## config.mk

```make
export PLATFORM = sky130hd
export DESIGN_NAME = hazard_ctrl
export DESIGN_NICKNAME = d
export VERILOG_FILES = /design/src/rtl/hazard_ctrl.sv
export SDC_FILE = /design/constraint.sdc
export NUM_CORES = 1
export LEC_CHECK = 0
export ABC_AREA = 0
export CAP_MARGIN = 20
export CORE_MARGIN = 5
export CORE_UTILIZATION = 40
export CTS_CLUSTER_SIZE = 14
export DETAILED_ROUTE_END_ITERATION = 8
export GPL_ROUTABILITY_DRIVEN = 1
export GPL_TIMING_DRIVEN = 0
export PLACE_DENSITY = 0.73
export SETUP_SLACK_MARGIN = 0.4
export SLEW_MARGIN = 10
export SYNTH_ARGS = -nofsm -noshare
export SYNTH_HDL_FRONTEND = slang
export SYNTH_SLANG_ARGS = --single-unit
```

## constraint.sdc

```tcl
create_clock -name clk -period 6.66 [get_ports clk]
set_clock_uncertainty 0.15 [all_clocks]
set_input_delay 1.332 -clock clk [delete_from_list [all_inputs] [get_ports clk]]
set_output_delay 1.332 -clock clk [all_outputs]
set_load 0.05 [all_outputs]
```

## src/rtl/hazard_ctrl.sv

```systemverilog
// -----------------------------------------------------------------------------
// hazard_ctrl
//   Pipeline hazard controller placed beside the ID stage. It decides, in the
//   same cycle, whether the PC, IF/ID and ID/EX registers load, hold or take a
//   bubble. It handles three cases:
//     - taken-branch flushes
//     - load-use stalls
//     - multi-cycle MDU (mul/div) occupancy of EX
//   It also keeps a saturating count of stalled cycles.
//
// Parameters:
//   MDU_CYCLES    cycles an MDU op holds the pipeline (2..15)
//   CNT_W         width of the MDU countdown, 2**CNT_W > MDU_CYCLES
//
// Ports:
//   clk, rst      clock; synchronous active-high reset
//   if_id_rs/rt   source fields of the instruction in IF/ID
//   if_id_uses_rt IF/ID instruction reads rt
//   id_ex_memread ID/EX instruction is a load
//   id_ex_dst     destination register of the ID/EX instruction
//   mdu_start     ID/EX instruction is an MDU op
//   branch_taken  EX resolved a taken branch/jump this cycle
//   pc_wr, if_id_wr, id_ex_wr          register write enables
//   if_id_flush, id_ex_flush           NOP/bubble insertion
//   ex_mem_bubble EX/MEM captures a bubble this edge
//   stall_cycles  saturating count of cycles with pc_wr=0
// -----------------------------------------------------------------------------
module hazard_ctrl #(
    parameter int MDU_CYCLES = 4,
    parameter int CNT_W      = 4
) (
    input  logic        clk,
    input  logic        rst,
    input  logic [4:0]  if_id_rs,
    input  logic [4:0]  if_id_rt,
    input  logic        if_id_uses_rt,
    input  logic        id_ex_memread,
    input  logic [4:0]  id_ex_dst,
    input  logic        mdu_start,
    input  logic        branch_taken,
    output logic        pc_wr,
    output logic        if_id_wr,
    output logic        if_id_flush,
    output logic        id_ex_wr,
    output logic        id_ex_flush,
    output logic        ex_mem_bubble,
    output logic [15:0] stall_cycles
);

    typedef enum logic {
        RUN      = 1'b0,
        MDU_WAIT = 1'b1
    } state_t;

    state_t             state_q, state_d;
    logic [CNT_W-1:0]   cnt_q, cnt_d;
    logic               served_q, served_d;
    logic [15:0]        stall_q, stall_d;

    logic               lu;
    logic               mdu_req;

    // Register 0 is hardwired, so a load targeting it never creates a hazard.
    assign lu = id_ex_memread && (id_ex_dst != 5'd0) &&
                ((id_ex_dst == if_id_rs) || (if_id_uses_rt && (id_ex_dst == if_id_rt)));

    // The MDU op that just finished its hold is still in ID/EX for one cycle;
    // served_q keeps it from starting a second hold.
    assign mdu_req = mdu_start && !served_q;

    always_comb begin
        pc_wr         = 1'b0;
        if_id_wr      = 1'b0;
        if_id_flush   = 1'b0;
        id_ex_wr      = 1'b0;
        id_ex_flush   = 1'b0;
        ex_mem_bubble = 1'b0;
        state_d       = state_q;
        cnt_d         = cnt_q;
        served_d      = served_q;
        stall_d       = stall_q;

        if (!rst) begin
            unique case (state_q)
                RUN: begin
                    pc_wr    = 1'b1;
                    if_id_wr = 1'b1;
                    id_ex_wr = 1'b1;
                    if (branch_taken) begin
                        if_id_flush = 1'b1;
                        id_ex_flush = 1'b1;
                    end else if (mdu_req) begin
                        pc_wr         = 1'b0;
                        if_id_wr      = 1'b0;
                        id_ex_wr      = 1'b0;
                        ex_mem_bubble = 1'b1;
                        state_d       = MDU_WAIT;
                        // The detect cycle counts as the first hold cycle.
                        cnt_d         = CNT_W'(MDU_CYCLES - 1);
                    end else if (lu) begin
                        pc_wr       = 1'b0;
                        if_id_wr    = 1'b0;
                        id_ex_flush = 1'b1;
                    end
                    // A real new instruction entering ID/EX re-arms MDU detection.
                    if (id_ex_wr && !id_ex_flush) begin
                        served_d = 1'b0;
                    end
                end
                MDU_WAIT: begin
                    ex_mem_bubble = 1'b1;
                    cnt_d         = cnt_q - CNT_W'(1);
                    if (cnt_q == CNT_W'(1)) begin
                        state_d  = RUN;
                        served_d = 1'b1;
                    end
                end
            endcase

            if (!pc_wr && (stall_q != 16'hFFFF)) begin
                stall_d = stall_q + 16'd1;
            end
        end
    end

    always_ff @(posedge clk) begin
        if (rst) begin
            state_q  <= RUN;
            cnt_q    <= '0;
            served_q <= 1'b0;
            stall_q  <= '0;
        end else begin
            state_q  <= state_d;
            cnt_q    <= cnt_d;
            served_q <= served_d;
            stall_q  <= stall_d;
        end
    end

    assign stall_cycles = stall_q;

endmodule
```

* Yosys cells after proc, flatten, opt, wreduce, memory -nomap -nowiden
Cells that the tools add are included.
W data, S select, Z words.
** Storage, ports and cells
- Register bits :: 22
- Input port bits :: 21
- Output and inout port bits :: 22
- Logic and storage cells :: 63
** Cells by class
- Add/subtract/negate cells :: 2
- Equality and inequality tests :: 8
- Multiplexer cells :: 35
- Bitwise operators :: 1
- Reductions and logical operators :: 13
** Operators by type and width (number)
- $mux W1 :: 29
- $add A16 B1 Y16 const B :: 1
- $ne A16 B16 Y1 const B :: 1
- $eq A5 B5 Y1 :: 2
- $mux W4 :: 2
- $pmux W4 S2 :: 1
- $logic_and A1 B1 Y1 :: 6
- $ne A2 B2 Y1 const B :: 3
- $pmux W1 S2 :: 3
- $reduce_bool A5 Y1 :: 1
- $eq A4 B1 Y1 const B :: 1
- $reduce_and A2 Y1 :: 2
- $sub A4 B1 Y4 const B :: 1
- $logic_not A1 Y1 :: 3
- $ne A2 B1 Y1 const B :: 1
- $logic_or A1 B1 Y1 :: 1
- $not A1 Y1 :: 1

* Depth between registers and ports, before layout
- Depth in word-level cells :: 13
- Mapped depth :: 9
- Depth with buffers taken out :: 8

* Worst setup path before layout
Ideal clock, no wire load.
- Path type :: in2out
- Start point :: input port id_ex_dst[1]
- End point :: output port pc_wr
- Arrival :: 3.881 ns
- Required time :: 5.178 ns
- Setup slack :: 1.297 ns
- Stages on the path :: 6
- Buffers on the path :: 1
- Cell sequence :: or4_1 o21ai_0 or2_2 a21oi_1 nor3_1 buf_4
** On the way
- Word-level cells in the longest chain between the ends :: 10
- Elaborated cells on any way between the ends :: 13
- Classes of those cells :: eq/ne (2); mux (6); reduce/logical (5)
** RTL lines
- start, declared :: RTL line 38 : input logic [4:0] id_ex_dst,
- $eq A5 B5 Y1 :: RTL line 65 : ((id_ex_dst == if_id_rs) || (if_id_uses_rt && (id_ex_dst == if_id_rt)));
- $logic_and A1 B1 Y1 :: RTL line 65
- $logic_or A1 B1 Y1 :: RTL line 65
- $logic_and A1 B1 Y1 * :: RTL line 64 : assign lu = id_ex_memread && (id_ex_dst != 5'd0) &&
- $mux W1 * :: RTL line 100 : end else if (lu) begin
- $mux W1 * :: RTL line 92 : end else if (mdu_req) begin
- $mux W1 * :: RTL line 89 : if (branch_taken) begin
- $mux W1 * :: RTL line 84 : unique case (state_q)
- $mux W1 * (2 in series) :: RTL line 83 : if (!rst) begin
- end, declared :: RTL line 41 : output logic pc_wr,
Every way passes the cells marked *; elsewhere a longest branch is shown, timed or not. The select of a mux whose other input is x is not followed.

* Final worst setup path
Same ends and word-level chain as after synthesis.

==> metrics.txt <==
Final WS setup about 1.0 ns; Root Driver clkbuf_4; synth warn 0; Worst Path Required ~5.2 ns; Placed Area between 0.0015 and 0.002 mm2; Worst setup EP type primary output; DP Cell Count between 200 and 250; Design Power between 0.2 and 0.3 mW; Mapped Area 0.001211 mm2; global-route wire length before repair around 5200 um; commonest non-fill, non-tap cells in the layout clkdlybuf4s50_1, dfxtp_1, nor2_1; unrepaired setup endpoints after global routing false; Slew @ Worst Pin just over 0.5 ns; setup TNS 0 ns; Final Max Slew Viols 0; power per cell area about 160 mW/mm2; initial DRC count 45; Final Cell Area 0.001685 mm2; final setup vio count 0; HPWL Detailed 2400 um; I/O Pins 43; effective utilization at floorplan 0.4067; layout cells sized above 1 0.05319; area delta synth->final 39.15%; crit-path max FO 3; total iterations of the first detailed-routing run 4; CTS resizes 0; register area share after synthesis 0.3636; Post-CTS Setup Inserts 0; WL final around 3000 um; Synth Flop Type dfxtp_1; Die Ht around 65 um; CP Launch Type input port; CTS tree yes; Synth top area share 0.3636; arrival time worst endpoint around 4.2 ns; Final Hold Viols 0; worst skew pair latency 0.32 ns; Fmax roughly 180 MHz; largest net degree at the start of global routing 12; clk slew on worst S/H paths about 0.12 ns; Post-synth EDFFs 0; Async S/R FF share, synth 0; Netlist cell types 34; Crit Path Category input port to primary output; initial antenna violation count 0; Post-Syn Area per Cell between 8 and 9 um2; die footprint 0.004228 mm2; Die W 65.03 um; top cell type by total area after synthesis dfxtp_1; worst hold path type flip-flop to flip-flop; number of max-cap violations 0; post-synthesis cell count ~140; row cnt 20; final worst path period share 0.8491; commonest non-fill, non-tap cell in the layout clkdlybuf4s50_1; ANT cells 0; Peak VDD IR between 0.00007 and 0.00008 V; PortBufs 41; pre-CTS setup slack between 0.9 and 1 ns; Detail Route Antenna Nets 0; via/cell ratio about 5.6; Hold WS 0.3400 ns; H-tree levels 1; core area 0.002978 mm2; Lkg Pwr around 0.62 nW; count of state elements after synthesis 22; status finished, final reports clean; post-route core utilization 0.5660; synth top area cells dfxtp_1, xor2_1, nor2_1; Final Net Count 214; Net Count, Synth between 150 and 200; Clock Tree Buf Depth 2; Post-CTS Hold Buffers 0; gr usage total 0.1539; vias 1238; CTS Sinks 22; CTS buffer count 3; slew margin rel. 0.6572; number of global-route vias before repair around 1.2k; gr ovfl total 0; Final Wtd Congestion between 0.7 and 0.8; Tmin final between 5 and 6 ns; routed len/inst ~14 um; Finished Layout Cells ~220; Residual DRC 0
==> final timing paths <==
kind | start | end | slack, ns | depth (start not counted)
setup / recovery | id_ex_dst[1] | pc_wr | 1.01 | 8
hold / removal | cnt_q[3]$_SDFFE_PP0P_ | cnt_q[3]$_SDFFE_PP0P_ | 0.34 | 1
setup reg to reg | stall_cycles[0]$_SDFFE_PP0P_ | stall_cycles[11]$_SDFFE_PP0P_ | 4.25 | 9
hold reg to reg | cnt_q[3]$_SDFFE_PP0P_ | cnt_q[3]$_SDFFE_PP0P_ | 0.34 | 1
==> logic make-up after synthesis <==
family,synth area share
simple gates,0.3017
flops,0.3636
compound gates,0.1219
fa+ha+maj,0.03100
mux,0.008265
buf+inv,0.02892
xor+xnor,0.1446
==> layer usage <==
metal / share of wire / vias up / global-route usage
met5: 0 / - / 0
met4: 0.031 / 0 / 0.07772
met3: 0.068 / 9 / 0.03813
met2: 0.48 / 48 / 0.2810
met1: 0.42 / 582 / 0.1621
li1: - / 599 / -
==> worst max-delay path, stage by stage <==
cell and delay [ns]:
clkdlybuf4s50_1 0.48, or4_1 0.54, o21ai_0 0.37, or2_2 0.22, a21oi_1 0.07, nor3_1 0.21, buf_4 0.16, clkdlybuf4s50_1 0.79
==> synth_stat cells, types with 4 or more instances <==
cell / n
nand3_1: 5
or4_1: 4
nand4_1: 8
nor3_1: 5
nor2_1: 21
nand2_1: 5
dfxtp_1: 22
a21oi_1: 7
clkbuf_1: 4
xor2_1: 19
o21ai_0: 5
and3_1: 6
==> registers in the layout, indices dropped and copies added, names as in the netlist <==
name          cells
stall_cycles     16
cnt_q             4
served_q          1
state_q           1
==> report_power, final <==
part	internal (mW)	switching, mW	leakage (nW)
Combinational	0.0306	0.0420	0.429
Sequential	0.136	0.00388	0.178
Clock	0.0213	0.0424	0.0138
==> cell type report <==
| type | count | area [um2] |
|---|---|---|
| inverter | 2 | 7.507 |
| tap | 33 | 41.29 |
| timing repair buffer | 41 | 410.4 |
| buffer | 6 | 27.53 |
| multi-input combinational | 114 | 735.7 |
| sequential | 22 | 440.4 |
| fill | 285 | 1292 |
| clock buffer | 3 | 22.52 |
No activity file was read; power rests on OpenSTA's default activity.
